`src/rtl/uart_rx_if.sv`:
```
`default_nettype none
// ============================================================================
// Module   : uart_rx_if
// Brief    : Byte stream from the UART receiver with status flags.
// Revision : 1.0 - initial release
// ============================================================================
interface uart_rx_if;
    logic [7:0] rx_data;
    logic       rx_valid;
    logic       rx_ready;
    logic       parity_err;
    logic       frame_err;
    logic       overrun;

    modport master (
        output rx_data,
        output rx_valid,
        output parity_err,
        output frame_err,
        output overrun,
        input  rx_ready
    );

    modport slave (
        input  rx_data,
        input  rx_valid,
        input  parity_err,
        input  frame_err,
        input  overrun,
        output rx_ready
    );
endinterface
`default_nettype wire

```
`src/rtl/uart_rx.sv`:
```
`default_nettype none
// ============================================================================
// Module   : uart_rx
// Brief    : Oversampling 8N1/8E1/8O1 UART receiver with valid/ready output.
// Revision : 1.0 - initial release
// ============================================================================
module uart_rx #(
    parameter int BAUD_RATE  = 115200,
    parameter int FREQUENCY  = 100000000,
    parameter int OVERSAMPLE = 8,
    parameter int PARITY     = 0
) (
    input  logic      clk,
    input  logic      rst,
    input  logic      rxd,
    uart_rx_if.master rx_if
);

    localparam int c_div = FREQUENCY / (BAUD_RATE * OVERSAMPLE) - 1;
    localparam int c_tw  = (c_div > 0) ? $clog2(c_div + 1) : 1;
    localparam int c_sw  = $clog2(OVERSAMPLE);
    localparam logic [c_tw-1:0] c_div_v  = c_tw'(c_div);
    localparam logic [c_sw-1:0] c_s_last = c_sw'(OVERSAMPLE - 1);
    localparam logic [c_sw-1:0] c_s_mid  = c_sw'(OVERSAMPLE / 2 - 1);

    typedef enum logic [2:0] {
        S_IDLE   = 3'd0,
        S_START  = 3'd1,
        S_DATA   = 3'd2,
        S_PARITY = 3'd3,
        S_STOP   = 3'd4,
        S_BREAK  = 3'd5
    } state_t;

    logic [c_tw-1:0] r_tcnt;
    logic            w_tick;
    logic [1:0]      r_sync;
    logic            w_rxd_s;

    state_t          r_state, w_state_nxt;
    logic [c_sw-1:0] r_scnt, w_scnt_nxt;
    logic [2:0]      r_bcnt, w_bcnt_nxt;
    logic [7:0]      r_shift, w_shift_nxt;
    logic            r_perr, w_perr_nxt;
    logic            w_commit;

    logic [7:0]      r_data;
    logic            r_valid;
    logic            r_parity_err;
    logic            r_frame_err;
    logic            r_overrun;

    // Free-running oversample tick, independent of the receive FSM
    assign w_tick = (r_tcnt == c_div_v);

    always_ff @(posedge clk or posedge rst) begin
        if (rst) begin
            r_tcnt <= '0;
        end else if (w_tick) begin
            r_tcnt <= '0;
        end else begin
            r_tcnt <= r_tcnt + c_tw'(1);
        end
    end

    always_ff @(posedge clk or posedge rst) begin
        if (rst) begin
            r_sync <= 2'b11;
        end else begin
            r_sync <= {r_sync[0], rxd};
        end
    end

    assign w_rxd_s = r_sync[1];

    always_ff @(posedge clk or posedge rst) begin
        if (rst) begin
            r_state <= S_IDLE;
            r_scnt  <= '0;
            r_bcnt  <= '0;
            r_shift <= '0;
            r_perr  <= 1'b0;
        end else begin
            r_state <= w_state_nxt;
            r_scnt  <= w_scnt_nxt;
            r_bcnt  <= w_bcnt_nxt;
            r_shift <= w_shift_nxt;
            r_perr  <= w_perr_nxt;
        end
    end

    always_comb begin
        w_state_nxt = r_state;
        w_scnt_nxt  = r_scnt;
        w_bcnt_nxt  = r_bcnt;
        w_shift_nxt = r_shift;
        w_perr_nxt  = r_perr;
        w_commit    = 1'b0;
        if (w_tick) begin
            case (r_state)
                S_IDLE: begin
                    if (!w_rxd_s) begin
                        w_state_nxt = S_START;
                        w_scnt_nxt  = '0;
                    end
                end
                S_START: begin
                    // Re-check the line at the start-bit centre to reject glitches
                    if (r_scnt == c_s_mid) begin
                        if (w_rxd_s) begin
                            w_state_nxt = S_IDLE;
                        end else begin
                            w_state_nxt = S_DATA;
                            w_scnt_nxt  = '0;
                            w_bcnt_nxt  = '0;
                        end
                    end else begin
                        w_scnt_nxt = r_scnt + c_sw'(1);
                    end
                end
                S_DATA: begin
                    if (r_scnt == c_s_last) begin
                        w_shift_nxt = {w_rxd_s, r_shift[7:1]};
                        w_scnt_nxt  = '0;
                        if (r_bcnt == 3'd7) begin
                            w_bcnt_nxt  = '0;
                            w_state_nxt = (PARITY != 0) ? S_PARITY : S_STOP;
                        end else begin
                            w_bcnt_nxt = r_bcnt + 3'd1;
                        end
                    end else begin
                        w_scnt_nxt = r_scnt + c_sw'(1);
                    end
                end
                S_PARITY: begin
                    if (r_scnt == c_s_last) begin
                        w_perr_nxt  = (PARITY == 1) ? (^r_shift ^ w_rxd_s)
                                                    : ~(^r_shift ^ w_rxd_s);
                        w_scnt_nxt  = '0;
                        w_state_nxt = S_STOP;
                    end else begin
                        w_scnt_nxt = r_scnt + c_sw'(1);
                    end
                end
                S_STOP: begin
                    if (r_scnt == c_s_last) begin
                        w_commit    = 1'b1;
                        w_scnt_nxt  = '0;
                        w_state_nxt = w_rxd_s ? S_IDLE : S_BREAK;
                    end else begin
                        w_scnt_nxt = r_scnt + c_sw'(1);
                    end
                end
                S_BREAK: begin
                    if (w_rxd_s) begin
                        w_state_nxt = S_IDLE;
                    end
                end
                default: begin
                    w_state_nxt = S_IDLE;
                end
            endcase
        end
    end

    // A commit always wins over a pending handshake; an unread byte is dropped
    always_ff @(posedge clk or posedge rst) begin
        if (rst) begin
            r_data       <= '0;
            r_valid      <= 1'b0;
            r_parity_err <= 1'b0;
            r_frame_err  <= 1'b0;
            r_overrun    <= 1'b0;
        end else begin
            r_overrun <= 1'b0;
            if (w_commit) begin
                r_data       <= r_shift;
                r_valid      <= 1'b1;
                r_parity_err <= r_perr;
                r_frame_err  <= ~w_rxd_s;
                r_overrun    <= r_valid & ~rx_if.rx_ready;
            end else if (r_valid && rx_if.rx_ready) begin
                r_valid <= 1'b0;
            end
        end
    end

    assign rx_if.rx_data    = r_data;
    assign rx_if.rx_valid   = r_valid;
    assign rx_if.parity_err = r_parity_err;
    assign rx_if.frame_err  = r_frame_err;
    assign rx_if.overrun    = r_overrun;

endmodule
`default_nettype wire

```
`src/flat_wrapper.sv`:
```
// flat-port wrapper written by rule: the top's interface ports become plain ports
module uart_rx_flat 
#(
    parameter int BAUD_RATE  = 115200,
    parameter int FREQUENCY  = 100000000,
    parameter int OVERSAMPLE = 8,
    parameter int PARITY     = 0
)
  (clk, rst, rxd, rx_if_rx_data, rx_if_rx_valid, rx_if_parity_err, rx_if_frame_err, rx_if_overrun, rx_if_rx_ready);
  uart_rx_if rx_if_i ();
  input  logic clk;
  input  logic rst;
  input  logic rxd;
  output wire logic [$bits(rx_if_i.rx_data)-1:0] rx_if_rx_data;
  output wire logic [$bits(rx_if_i.rx_valid)-1:0] rx_if_rx_valid;
  output wire logic [$bits(rx_if_i.parity_err)-1:0] rx_if_parity_err;
  output wire logic [$bits(rx_if_i.frame_err)-1:0] rx_if_frame_err;
  output wire logic [$bits(rx_if_i.overrun)-1:0] rx_if_overrun;
  input wire logic [$bits(rx_if_i.rx_ready)-1:0] rx_if_rx_ready;
  assign rx_if_rx_data = rx_if_i.rx_data;
  assign rx_if_rx_valid = rx_if_i.rx_valid;
  assign rx_if_parity_err = rx_if_i.parity_err;
  assign rx_if_frame_err = rx_if_i.frame_err;
  assign rx_if_overrun = rx_if_i.overrun;
  assign rx_if_i.rx_ready = rx_if_rx_ready;
  uart_rx #(.BAUD_RATE(BAUD_RATE), .FREQUENCY(FREQUENCY), .OVERSAMPLE(OVERSAMPLE), .PARITY(PARITY)) u_core (.clk(clk), .rst(rst), .rxd(rxd), .rx_if(rx_if_i));
endmodule
```
`config.mk`:
```
export PLATFORM = sky130hd
export DESIGN_NAME = uart_rx_flat
export DESIGN_NICKNAME = d
export VERILOG_FILES = /design/src/rtl/uart_rx_if.sv /design/src/rtl/uart_rx.sv /design/src/flat_wrapper.sv
export SDC_FILE = /design/constraint.sdc
export NUM_CORES = 1
export LEC_CHECK = 0
export CORE_UTILIZATION = 55
export CTS_BUF_LIST = sky130_fd_sc_hd__clkbuf_2
export CTS_CLUSTER_SIZE = 28
export DETAILED_ROUTE_END_ITERATION = 10
export PLACE_DENSITY = 0.78
export SYNTH_ARGS = -nofsm -noshare
export SYNTH_HDL_FRONTEND = slang
export SYNTH_SLANG_ARGS = --single-unit
```
`constraint.sdc`:
```
create_clock -name clk -period 2.2 [get_ports clk]
set_input_delay 0.44 -clock clk [delete_from_list [all_inputs] [get_ports clk]]
set_output_delay 0.44 -clock clk [all_outputs]
set_load 0.005 [all_outputs]
```
# Word level (Yosys, flattened, before mapping)
# Cells that the tools add are included.
classes:
  addsub: 3
  n_eq_ne: 17
  muxes: 26
  bitwise_logic: 5
  n_reduce_logical: 12
op_table:
  columns: ["operator", "count"]
  rows:
  - ["$mux 3", 15]
  - ["$pmux 3 s6", 1]
  - ["$eq 3x3->1 const B", 4]
  - ["$ne 2x1->1 const B", 6]
  - ["$eq 3x2->1 const B", 3]
  - ["$pmux 3 s3", 1]
  - ["$reduce_and 8->1", 1]
  - ["$reduce_xor 8->1", 1]
  - ["$add 7x1->7 const B", 1]
  - ["$eq 7x7->1 const B", 1]
  - ["$mux 7", 1]
  - ["$add 3x1->3 const B", 2]
  - ["$mux 1", 6]
  - ["$pmux 3 s2", 1]
  - ["$reduce_and 3->1", 2]
  - ["$reduce_and 5->1", 1]
  - ["$ne 2x2->1 const B", 2]
  - ["$reduce_bool 2->1", 2]
  - ["$eq 3x1->1 const B", 1]
  - ["$logic_not 3->1", 1]
  - ["$not 1->1", 3]
  - ["$reduce_bool 3->1", 1]
  - ["$reduce_or 3->1", 1]
  - ["$mux 2", 1]
  - ["4 further kinds", 4]
totals:
  register_bits: 39
  inputBits: 4
  out_inout_bits: 12
  word_cells: 75

# Logic depth before layout (Yosys ltp)
# Gate-level depths: netlist of the first run.
logic_depth:
  ltp_word: 5
  mapped_depth: 7
  mapped_depth_nobuf: 7

# Least setup slack after synthesis of the first run
# OpenSTA, ideal clock, no wires.
synth_path:
  path_type: "register -> register"
  start: "reg u_core.r_scnt[1]"
  end: "reg u_core.r_scnt[1]"
  setup_ns: 0.064
  t_arrival_ns: 1.802
  required_time_ns: 2.136
  path_slack_ns: 0.334
  path_stages_with_launch: 8
  path_buffers: 0
  period_less_slack_ns: 1.866
  cell_sequence: "dfrtp_1 > ha_1 > ha_1 > or3b_2 > a21oi_1 > o221ai_1 > a21oi_1 > a211o_1"
synth_between:
  elab_chain_cells: 3
  elab_cells_between_ends: 7
  classes_between: "add/sub: 1; eq/ne: 2; mux: 4"
synth_lines:
  columns: ["element", "line_no", "rtl"]
  rows:
  - ["from (decl)", "uart_rx.sv:41", "logic [c_sw-1:0] r_scnt, w_scnt_nxt;"]
  - ["from (signal assigned)", "uart_rx.sv:85", "r_scnt <= w_scnt_nxt;"]
  - ["$add 3x1->3 (tied with other cells)", null, null]
  - ["$mux 3, on equally long branches", null, null]
  - ["$pmux 3 s3 *", "uart_rx.sv:100", "case (r_state)"]
# Every way passes the cells marked *; elsewhere a longest branch is shown, timed or not.
# A chain may end at the register's enable or synchronous reset.

# Worst setup path in the final report of the first run
layout_path:
  start: "reg u_core.r_scnt[0]"
  end: "reg u_core.r_state[0]"
layout_between:
  elab_chain_cells: 3
  elab_cells_between_ends: 7
  classes_between: "eq/ne: 6; reduce/logical: 1"
layout_lines:
  columns: ["element", "line_no", "rtl"]
  rows:
  - ["$eq 3x3->1 or $eq 3x2->1 (tied branches)", null, null]
  - ["$ne 2x1->1 (no line)", null, null]
  - ["$reduce_and 8->1 (no line) *", null, null]
  - ["to (signal assigned)", "uart_rx.sv:84", "r_state <= w_state_nxt;"]
  - ["to (decl)", "uart_rx.sv:40", "state_t r_state, w_state_nxt;"]
# Marked as above.

==> Implementation_results.wiki, run 1 <==
{| class="wikitable"
! Metric !! Value
|-
| Result of the run || completed
|-
| Tot Pwr || 1.070 mW
|-
| Clock tree root buffer cell || sky130_fd_sc_hd__clkbuf_2
|-
| Drc violations || 0
|-
| Critical path cell sequence || ha_1, ha_1, or3b_1, a21oi_1, a2111o_1, a211oi_2, a21o_1
|-
| Count of yosys warnings during synthesis || 0
|-
| Bufs and invs on worst path || 0
|-
| Max Clock Skew || 0.01335 ns
|-
| Number of enable-type register cells in the synthesized netlist || 0
|-
| Port Buf Inserts || 15
|-
| Final setup viols || 0
|-
| Crit path launch type || flip-flop
|-
| Clock-pin slew reported for the worst setup and hold paths after clock tree synthesis || roughly 0.2 ns
|-
| WHS || 0.3717 ns
|-
| Number of antenna repair diodes || 0
|-
| First-pass GRT wire length || 5540 µm
|-
| Violation count after the first detailed-route iteration || 57
|-
| Async set-or-reset flop fraction in the synthesized netlist || 1.000
|-
| Final-stage net count || 194
|-
| Cell family contributing the most delay on the critical path || compound AO/OA/AOI/OAI gates
|-
| Setup WS pre-CTS || around 0.21 ns
|-
| Non-filler instance count after layout || 230
|-
| Per-instance average area after synthesis || 12.09 µm²
|-
| Net count after synthesis || between 150 and 200
|-
| Leading cell types in the layout, fill and taps excluded || sky130_fd_sc_hd__dfrtp_1, sky130_fd_sc_hd__clkdlybuf4s50_1, sky130_fd_sc_hd__nor2_1, sky130_fd_sc_hd__nand2_1, sky130_fd_sc_hd__mux2_2
|-
| Crit path capture type || flip-flop
|-
| Seq. cell area || 978.4 µm²
|-
| Clock tree from TritonCTS || yes
|-
| Clock buffer count from CTS || 5
|-
| Post-synthesis share of cell area spent on and, or, nand and nor gates || 0.1638
|-
| Post-synthesis share of cell area spent on full adders, half adders and majority gates || 0.04444
|-
| Number of primary I/O pins || 16
|-
| Type of the setup path with the least slack || flip-flop to flip-flop
|-
| Number of buffers inserted by post-CTS setup repair || 0
|-
| Final HPWL from detailed placement || between 2000 and 2500 µm
|-
| Cell type of the slowest stage on the worst timing path || sky130_fd_sc_hd__dfrtp_1
|-
| Area used by multi-input combinational logic || a little over 900 µm²
|-
| Max-capacitance violation count || 0
|-
| Detail-routed net length per standard cell || ~14 µm
|-
| Number of buffers inserted for hold repair after clock tree synthesis || 0
|-
| FILL cells || between 200 and 300
|-
| Initial Utilization || 0.5814
|-
| Power density normalized to cell area || 485.8 mW/mm²
|-
| Peak ir drop on the vdd network || 0.3767 mV
|-
| Final slew viol count || 0
|-
| Most instantiated flip-flop cell in the synthesis netlist || sky130_fd_sc_hd__dfrtp_1
|-
| Main combinational cell family by area after synthesis || simple AND/OR/NAND/NOR gates
|-
| Final period util || 0.9140
|-
| Proportion of layout cells with a drive suffix above 1 || 0.2500
|-
| Routed Wire Length || around 3300 µm
|-
| Setup_tns || 0 ns
|-
| Multiplexer area fraction after synthesis || 0.1244
|-
| Compound-Gate Fraction of Synth Area || 0.08063
|-
| Distinct cells, synth || 49
|-
| Xor and xnor fraction of the mapped netlist area || 0.05333
|-
| Largest net degree at the start of global routing || 40
|-
| Actual transition at the worst max-transition pin || just under 0.5 ns
|-
| Area of the mapped netlist || 0.001971 mm²
|-
| CTS sink count || 39
|-
| Lkg Pwr || 1.043 nW
|-
| # H-tree levels || 2
|-
| Synthesis-to-finish area growth || 11.81%
|-
| Total track usage || 0.2056
|-
| Achievable Freq || roughly 500 MHz
|-
| Max clock buf depth || 2
|-
| Slowest Stage Delay on Critical Path || 0.44 ns
|-
| Register area share after synthesis || 0.4965
|-
| Count of nets left with antenna violations after detail routing || 0
|-
| Arrival time at the worst endpoint || 2.32 ns
|-
| Post-DR vias/cell || 5.574
|-
| Most frequent standard cell in the layout excluding fill and tap cells || sky130_fd_sc_hd__dfrtp_1
|-
| Number of placed instances with taps included || 221
|-
| Rows || 21
|-
| Final worst setup slack || 0.1891 ns
|-
| Vias post-DR || between 1000 and 1500
|-
| Final hold violation count || 0
|-
| Placer congestion estimate || about 0.86
|-
| Most numerous cell on the critical path || sky130_fd_sc_hd__ha_1
|-
| Number of instances resized during post-cts repair || 0
|-
| Worst-path maximum fanout || 5
|-
| Worst rel slew slack || 0.6794
|-
| Die outline width || 61.86 µm
|-
| Insertion delay to the later sink of the worst-skew pair || around 0.4 ns
|-
| Cells after Synth || 163
|-
| Register bit count reported by yosys || 39
|-
| Hold WC Path Type || flip-flop to flip-flop
|-
| GR Overflow Total || 0
|-
| Number of global-route vias before repair || 1217
|-
| Number of antenna violations at the first check in global routing || 0
|-
| Data required time at the worst endpoint || 2.51 ns
|-
| 1st-pass router iterations || 4
|-
| Placeable core region || 0.003390 mm²
|-
| Height of the chip || approximately 62 µm
|-
| Clock period minus worst slack || 2.011 ns
|-
| Area of the die || 0.003827 mm²
|}
[synthesized netlist by cell type, drive strengths merged (2+ instances only)]
library cell | count | area, µm²
xnor2 | 9 | 78.83
mux2i | 2 | 20.02
o21ai | 8 | 40.04
ha | 7 | 87.58
mux2 | 18 | 225.2
o31ai | 2 | 15.01
xor2 | 3 | 26.28
nand2 | 13 | 51.30
or3b | 3 | 26.28
buf | 4 | 32.53
inv | 6 | 22.52
and2 | 2 | 13.77
nand2b | 4 | 32.53
a21oi | 4 | 20.02
nor2 | 12 | 45.04
nand3 | 4 | 32.53
dfstp | 2 | 52.55
clkbuf | 2 | 17.51
dfrtp | 37 | 925.9
[routing by layer]
metal  share of wire  track usage
met1            0.45       0.2597
met3           0.036      0.04555
met2            0.49       0.3364
met5               0            0
met4           0.017      0.09841
[cells by family after synthesis]
logic type      after synthesis
compound gates               23
buf+inv                      12
fa+ha+maj                     7
simple gates                 50
flops                        39
mux                          20
xor+xnor                     12
[flip-flops by register name, summed over array words and instances, names as in the netlist, 2 cells and up]
name / cells
u_core.r_sync: 2
u_core.r_shift: 8
u_core.r_bcnt: 3
u_core.r_tcnt: 7
u_core.r_scnt: 3
u_core.r_state: 3
u_core.rx_if.rx_data: 8
[report_power, final]
group	internal, mW	leakage [nW]	switching (mW)
combinational	0.0101	0.494	0.0161
sequential	0.721	0.524	0.00355
clock	0.0752	0.0250	0.244
[through the flow]
stage	area (µm²)	util
floorplan	1971	-
global placement	2151	0.6346
detailed placement	2151	0.6346
CTS	2196	0.6478
global route	2203	0.6501
finish	2203	0.6501
[worst paths after layout]
kind / start / endpoint / slack, ns / cells past startpoint
worst max-delay path: u_core.r_scnt[0]$_DFFE_PP0P_ / u_core.r_state[0]$_DFFE_PP0P_ / 0.19 / 7
worst min-delay path: u_core.r_sync[0]$_DFF_PP1_ / u_core.r_sync[1]$_DFF_PP1_ / 0.37 / 0
worst max register to register: u_core.r_scnt[0]$_DFFE_PP0P_ / u_core.r_state[0]$_DFFE_PP0P_ / 0.19 / 7
worst min register to register: u_core.r_sync[0]$_DFF_PP1_ / u_core.r_sync[1]$_DFF_PP1_ / 0.37 / 0
max in group asynchronous: rst / u_core.r_sync[0]$_DFF_PP1_ / 1.42 / 3
min in group asynchronous: rst / u_core.r_shift[3]$_DFFE_PP0P_ / 0.43 / 3
[cell type report]
type | instances | area share
sequential | 39 | 0.4441
multi-input combinational | 112 | 0.4174
timing repair buffer | 19 | 0.08177
tap | 46 | 0.02612
clock buffer | 5 | 0.01136
inverter | 6 | 0.01022
clock inverter | 3 | 0.009086
Power figures use the tool's default switching activity.
==> inputs of run 2 (changes only) <==
Settings changed: CORE_UTILIZATION 55 to 60, PLACE_DENSITY 0.78 to 0.84.
==> run 2 against run 1 <==
Against the previous run:
- power grew 10%
- critical path depth is the same
- setup slack lost 0.016 ns
- cell count is 0.43% lower
- wire length increased by 9.0%
- sequential power about the same
- final area is 1.4% higher
- register-to-register slack worse by 0.02 ns
- via count grew 0.39%
- non-clock buffer count grew 1
- maximum frequency decreased by 0.78%
- flip-flop and latch count unchanged
- critical path type unchanged
==> Implementation_results.wiki, run 2 (synthesis results as in run 1) <==
{| class="wikitable"
! Metric !! Value
|-
| Hold Path End || u_core.r_sync[1]$_DFF_PP1_
|-
| Data required time at the worst endpoint || 2.53 ns
|-
| Hold wc startpoint || u_core.r_sync[0]$_DFF_PP1_
|-
| Clock buffer count from CTS || 5
|-
| Setup_tns || 0 ns
|-
| Drc violations || 0
|-
| Depth of the most critical reg-to-reg path || 7
|-
| FILL cells || 220
|-
| Arrival time at the worst endpoint || 2.36 ns
|-
| Type of the setup path with the least slack || flip-flop to flip-flop
|-
| Synthesis-to-finish area growth || 13.40%
|-
| Clock tree root buffer cell || sky130_fd_sc_hd__clkbuf_2
|-
| Leading cell types in the layout, fill and taps excluded || sky130_fd_sc_hd__dfrtp_1, sky130_fd_sc_hd__clkdlybuf4s50_1, sky130_fd_sc_hd__nor2_1, sky130_fd_sc_hd__nand2_1, sky130_fd_sc_hd__mux2_2
|-
| Most frequent standard cell in the layout excluding fill and tap cells || sky130_fd_sc_hd__dfrtp_1
|-
| GR met2 Demand/Resource || 0.4045
|-
| RSZ-0062 raised after global routing || false
|-
| Area after detailed placement || roughly 0.0021 mm²
|-
| Hold WC Path Type || flip-flop to flip-flop
|-
| Vias post-DR || 1287
|-
| Proportion of layout cells with a drive suffix above 1 || 0.2595
|-
| Final slew viol count || 0
|-
| Number of primary I/O pins || 16
|-
| Bufs and invs on worst path || 0
|-
| Clock period minus worst slack || 2.027 ns
|-
| WHS || roughly 0.37 ns
|-
| Reg-to-Reg Start || u_core.r_scnt[0]$_DFFE_PP0P_
|-
| Max Clock Skew || approximately 0.023 ns
|-
| Insertion delay to the later sink of the worst-skew pair || 0.40 ns
|-
| Result of the run || completed
|-
| GR met1 Demand/Resource || 0.2647
|-
| 1st-pass router iterations || 4
|-
| Placer congestion estimate || slightly below 0.9
|-
| Routed Wire Length || 3581 µm
|-
| Worst rel slew slack || 0.6851
|-
| Tot Pwr || roughly 1.2 mW
|-
| Non-filler instance count after layout || 229
|-
| Reg2reg setup slack || ~0.17 ns
|-
| Height of the chip || 59.31 µm
|-
| Global routing usage on met3 || 0.06769
|-
| Max clock buf depth || 2
|-
| Total track usage || 0.2321
|-
| Actual transition at the worst max-transition pin || 0.4723 ns
|-
| Clock-pin slew reported for the worst setup and hold paths after clock tree synthesis || roughly 0.17 ns
|-
| Initial Utilization || 0.6402
|-
| Number of placed instances with taps included || 219
|-
| Achievable Freq || about 500 MHz
|-
| Worst-path maximum fanout || 3
|-
| Cell family contributing the most delay on the critical path || compound AO/OA/AOI/OAI gates
|-
| Violation count after the first detailed-route iteration || 33
|-
| Final-stage net count || 195
|-
| Final setup viols || 0
|-
| CTS sink count || 39
|-
| Final period util || 0.9212
|-
| Worst hold path depth || 0
|-
| Largest net degree at the start of global routing || 40
|-
| Most used routing layer in global routing || met2
|-
| Crit path capture type || flip-flop
|-
| Max-capacitance violation count || 0
|-
| # H-tree levels || 2
|-
| Area of the die || 0.003518 mm²
|-
| Die outline width || about 60 µm
|-
| Clock tree from TritonCTS || yes
|-
| Port Buf Inserts || 15
|-
| Post-DR vias/cell || 5.620
|-
| Final cell area excluding filler cells || around 0.0022 mm²
|-
| Endpoint of the lowest-slack register-to-register path || u_core.r_scnt[1]$_DFFE_PP0P_
|-
| Number of antenna violations at the first check in global routing || 0
|-
| Placeable core region || about 0.0031 mm²
|-
| Rows || 20
|-
| First-pass GRT wire length || 5865 µm
|-
| Final hold violation count || 0
|-
| Count of nets left with antenna violations after detail routing || 0
|-
| Final HPWL from detailed placement || 2470 µm
|-
| Cell type of the slowest stage on the worst timing path || sky130_fd_sc_hd__dfrtp_1
|-
| Peak ir drop on the vdd network || 0.3539 mV
|-
| Number of antenna repair diodes || 0
|-
| Detail-routed net length per standard cell || approximately 16 µm
|-
| Lkg Pwr || between 1 and 1.5 nW
|-
| Power density normalized to cell area || around 530 mW/mm²
|-
| GR Overflow Total || 0
|-
| Critical path cell sequence || ha_1, ha_1, or3b_1, a21oi_1, o221ai_1, a21oi_1, a211o_1
|-
| Slowest Stage Delay on Critical Path || 0.44 ns
|-
| Number of buffers inserted for hold repair after clock tree synthesis || 0
|-
| Number of global-route vias before repair || 1323
|-
| Crit path launch type || flip-flop
|}
-- run 2: cell count changes in the layout (fill, tap and decap cells not counted), sizes merged --
cell | before | now
clkinvlp | 2 | 0
buf | 4 | 5
bufinv | 0 | 1
inv | 6 | 7
-- run 2: timing repair --
action | CTS | global route
gates resized for setup | 0 | 2
endpoints found under the setup margin | 0 | 2
buffers inserted | 0 | 2
-- run 2: per-layer routing --
layer  vias to the layer above  wire (µm)
li1                        604          -
met1                       650       1565
met2                        27       1838
met3                         6        132
met4                         0         43
met5                         -          0
-- run 2: cell type report --
type                       count  area (µm²)  share of cell area
multi-input combinational    112       922.1              0.4127
clock inverter                 3       42.54             0.01904
tap                           44       55.05             0.02464
timing repair buffer          20       187.7             0.08399
inverter                       6       22.52             0.01008
clock buffer                   5       25.02             0.01120
sequential                    39       979.7              0.4384
-- run 2: worst max path at each step --
stage	from	to	slack, ns	cells after the start
after floorplan	u_core.r_scnt[1]$_DFFE_PP0P_	u_core.r_scnt[1]$_DFFE_PP0P_	0.33	7
after global placement	u_core.r_scnt[1]$_DFFE_PP0P_	u_core.r_scnt[1]$_DFFE_PP0P_	0.29	7
after detailed placement	u_core.r_scnt[1]$_DFFE_PP0P_	u_core.r_scnt[1]$_DFFE_PP0P_	0.17	7
after CTS	u_core.r_scnt[1]$_DFFE_PP0P_	u_core.r_scnt[1]$_DFFE_PP0P_	0.13	7
after global routing	u_core.r_scnt[0]$_DFFE_PP0P_	u_core.r_scnt[1]$_DFFE_PP0P_	0.01	7
final	u_core.r_scnt[0]$_DFFE_PP0P_	u_core.r_scnt[1]$_DFFE_PP0P_	0.17	7
-- run 2: through the flow --
step,utilization,worst slack [ns]
6_report,0.7260,0.1734
5_1_grt,0.7260,0.01262
4_1_cts,0.7199,0.1299
3_5_place_dp,0.6980,0.1699
3_3_place_gp,0.6980,0.2870
2_1_floorplan,-,0.3339
-- run 2: power breakdown --
part,internal (mW),total (mW),switching (mW)
Combinational,0.0101,0.0263,0.0162
Clock,0.193,0.430,0.237
Sequential,0.721,0.725,0.00405
-- run 2: worst reg2reg max path, cell delays in order (launching register included) --
cell and delay, ns:
sky130_fd_sc_hd__dfrtp_1 0.44, sky130_fd_sc_hd__ha_1 0.26, sky130_fd_sc_hd__ha_1 0.20, sky130_fd_sc_hd__or3b_1 0.34, sky130_fd_sc_hd__a21oi_1 0.25, sky130_fd_sc_hd__o221ai_1 0.21, sky130_fd_sc_hd__a21oi_1 0.17, sky130_fd_sc_hd__a211o_1 0.11
==> variant 1 (config.mk and constraints of run 1) <==
`OVERSAMPLE` is set to 8 in 2 places; all go to 16.
--- a/src/rtl/uart_rx.sv
+++ b/src/rtl/uart_rx.sv
@@ -9,3 +9,3 @@
     parameter int FREQUENCY  = 100000000,
-    parameter int OVERSAMPLE = 8,
+    parameter int OVERSAMPLE = 16,
     parameter int PARITY     = 0
--- a/src/flat_wrapper.sv
+++ b/src/flat_wrapper.sv
@@ -5,3 +5,3 @@
     parameter int FREQUENCY  = 100000000,
-    parameter int OVERSAMPLE = 8,
+    parameter int OVERSAMPLE = 16,
     parameter int PARITY     = 0
Check against the original RTL: same outputs for any inputs over 10 cycles, from zero or initial values and one cycle with rst high; that may be too few to reach the edited logic, so the function may still have changed.
==> variant 1 against run 1 <==
Fmax increased by 3.6%. Routed wire length decreased by 7.4%. Final area decreased by 6.2%. Clock power decreased by 6.6%. Global-route usage decreased by 0.16 points. Total power decreased by 2.0%. Via count decreased by 7.6%. Sequential cell count unchanged. Largest cell class unchanged. Synthesized area decreased by 5.7%. Worst setup slack improved by 0.070 ns. Cell count decreased by 5.2%. Synthesized cell count decreased by 4.3%. Critical endpoint is now u_core.r_shift[6].
==> variant 1: results (changes against run 1) <==
cell family with the largest share of critical-path delay=simple AND/OR/NAND/NOR gates; routability cong.=0.779 (-9.2%); post-synthesis xor/xnor area fraction=7.07% (+1.7 points); crit path DAT=2.22 ns (-0.10 ns); sw frac=22.8% (-1.8 points); P_leak=0.000970 µW (-7.0%); comb_multi_in=103 (-8.0%); Nets=182 (-6.2%); DPL Wire Length=2240 µm (-4.8%); Netlist cell types=33 (-33%); mux share of post-synthesis cell area=14.5% (+2.0 points); clock transition at the registers of the reported paths=0.16 ns (-0.04 ns); Signal buf overhead=8.00% (-0.18 points); footprint of the multi-input gates=802 µm² (-13%); share of layout cells above drive strength 1=20.7% (-4.3 points); Combinational Power=27.7 µW (+5%); Initial DRC Count=22 (-61%); met3 Resource Use GR=6.49% (+1.9 points); met1 GRT Util=22.7% (-3.2 points); Fillers=251 (-4.6%); met2 Track Usage GR=35.6% (+2.0 points); Vias/cell=5.44 (-2.5%); Max FO, Critical Path=8 (+3); Tot GR Track Use=20.4% (-0.16 points); Buffers excl. clock=17 (-2); clk tree area frac=1.88% (-0.17 points); first-pass GRT wire length=5290 µm (-4.6%); CTS Buf Count=5 (unchanged); register area=978 µm² (unchanged); Avg Cell Area, Syn=11.9 µm² (-1.4%); status=finished, final reports clean; placed cell count=210 (-5.0%); R2R depth=6 (-1); Setup crit end=u_core.r_shift[6]; wire length on met2=1600 µm (-1.1%); top cells by area, synth=dfrtp_1, mux2_2, xnor2_1; register area share after synthesis=52.6% (+3.0 points); CLK BUF=6 (+1); syn nets=165 (-5.2%); largest net degree at the start of global routing=40 (unchanged); routed length per instance=13.9 µm (-2.3%); Metal-1 WL=1280 µm (-14%); synth cell count leaders=dfrtp_1, mux2_2, nor2_1, xnor2_1; sequential power=724 µW (about the same); vias=1185 (-7.6%); IR drop worst, VDD=0.000279 V (-26%); worst slack, placed=0.282 ns (+0.0702 ns); postcts setup bufs=0 (unchanged); Reg power frac=69.0% (+1.3 points); slew margin rel.=68.6% (+0.61 points); r2r setup slk=0.26 ns (+0.07 ns); Clock Skew=0.0245 ns (+0.0112 ns); metal3 WL=103 µm (-12%)
variant 1: changes by cell type in the layout (fill, tap and decap cells not counted), moves of 4 or more:
cell,change
mux2_2,+9
mux2_4,-6
nand2_1,-6
and3_1,+6
nand3_1,+4
variant 1: how the worst min path moves through the flow:
stage / start / to / slack (ns) / depth (start not counted)
after floorplan: u_core.r_sync[0] / u_core.r_sync[1] / 0.35 / 0
after CTS: u_core.r_sync[0] / u_core.r_sync[1] / 0.37 / 0
final: u_core.r_sync[0] / u_core.r_sync[1] / 0.37 / 0
after detailed placement: u_core.r_sync[0] / u_core.r_sync[1] / 0.35 / 0
after global routing: u_core.r_sync[0] / u_core.r_sync[1] / 0.38 / 0
after global placement: u_core.r_sync[0] / u_core.r_sync[1] / 0.35 / 0
variant 1: through the flow:
stage,area [µm²],hold WS (ns)
3_5_place_dp,2030,0.347
4_1_cts,2070,0.369
3_3_place_gp,2030,0.347
2_1_floorplan,1860,0.345
5_1_grt,2070,0.376
6_report,2070,0.367
==> variant 2 (settings of run 1) <==
Without the edit above. Re-encode `state_t` (6 states) as one-hot, 6 bits wide.
--- a/src/rtl/uart_rx.sv
+++ b/src/rtl/uart_rx.sv
@@ -25,9 +25,9 @@
 
-    typedef enum logic [2:0] {
-        S_IDLE   = 3'd0,
-        S_START  = 3'd1,
-        S_DATA   = 3'd2,
-        S_PARITY = 3'd3,
-        S_STOP   = 3'd4,
-        S_BREAK  = 3'd5
+    typedef enum logic [5:0] {
+        S_IDLE   = 6'b000001,
+        S_START  = 6'b000010,
+        S_DATA   = 6'b000100,
+        S_PARITY = 6'b001000,
+        S_STOP   = 6'b010000,
+        S_BREAK  = 6'b100000
     } state_t;
Formal check against the unedited RTL: no difference found for any inputs over 10 cycles, from zero or initial values and one cycle with rst high; not proved beyond that.
==> variant 2 against run 1 <==
Global-route usage grew 0.42 points. Combinational power is 21% lower. Sequential power about the same. Worst hold slack worse by 0.00074 ns. Final area decreased by 0.45%. Utilization grew 0.21 points. Via count is 1.6% higher. Sequential cell count stayed put. Clock power up 6%. Synthesized area down 0.76%. Worst setup slack worse by 0.028 ns. Routed wire length grew 1.2%. Total power increased by 1.3%.
==> variant 2: results (changes against run 1) <==
Vias/cell=5.59 (+0.25%); placed cell count=225 (+1.8%); P_leak=0.000989 µW (-5.2%); crit path DAT=2.34 ns (+0.02 ns); register area share after synthesis=50.1% (+0.45 points); routed length per instance=14.3 µm (-0.15%); worst slack, placed=0.0683 ns (-0.143 ns); sequential share of cell area=44.7% (+0.26 points); Metal-1 WL=1520 µm (+1.9%); DPL Wire Length=2380 µm (+1.0%); Worst-Margin Slew=0.534 ns (+0.0533 ns); share of layout cells above drive strength 1=24.6% (-0.40 points); Max FO, Critical Path=10 (+5); vias in the first global route=1326 (+9.0%); Netlist cell types=44 (-10%); metal3 WL=134 µm (+15%); Mapped Cells=168 (+3.1%); comb_multi_in=110 (-1.8%); later-pin clock latency in the skew report=0.42 ns (+0.02 ns); synth cell count leaders=dfrtp_1, mux2_2, nor2_1, inv_1, o21ai_0; status=finished, final reports clean; inverter count=8 (+2); clk tree area frac=2.22% (+0.18 points); Signal buf overhead=9.13% (+0.95 points); IR drop worst, VDD=0.000369 V (-2.0%); top cells by area, synth=dfrtp_1, mux2_2, dfstp_2; wire length on met2=1610 µm (-0.37%); Tot GR Track Use=21.0% (+0.42 points)
variant 2: power groups by stage:
stage                     Sequential, µW  Combinational, µW  Clock (µW)
final                                725               20.7         338
after global routing                 726               25.1         384
after CTS                            725               22.1         346
after detailed placement             737               22.1           0
after global placement               737               21.1           0
after floorplan                      734               15.0           0
variant 2: final timing paths:
path | from | end | slack (ns) | cells past startpoint
max reg2reg | u_core.r_tcnt[0] | u_core.rx_if.rx_data[7] | 0.16 | 6
max | u_core.r_tcnt[0] | u_core.rx_if.rx_data[7] | 0.16 | 6
max in group asynchronous | rst | u_core.r_sync[1] | 1.40 | 3
min in group asynchronous | rst | u_core.r_tcnt[6] | 0.41 | 3
min | u_core.r_sync[0] | u_core.r_sync[1] | 0.37 | 0
min reg2reg | u_core.r_sync[0] | u_core.r_sync[1] | 0.37 | 0
variant 2: kinds of logic after synthesis:
logic type	share of synthesized area, %
other cells	0.192
buf+inv	5.18
flops	50.1
simple gates	17.0
mux	12.1
xor+xnor	2.62
compound gates	8.96
fa+ha+maj	3.84
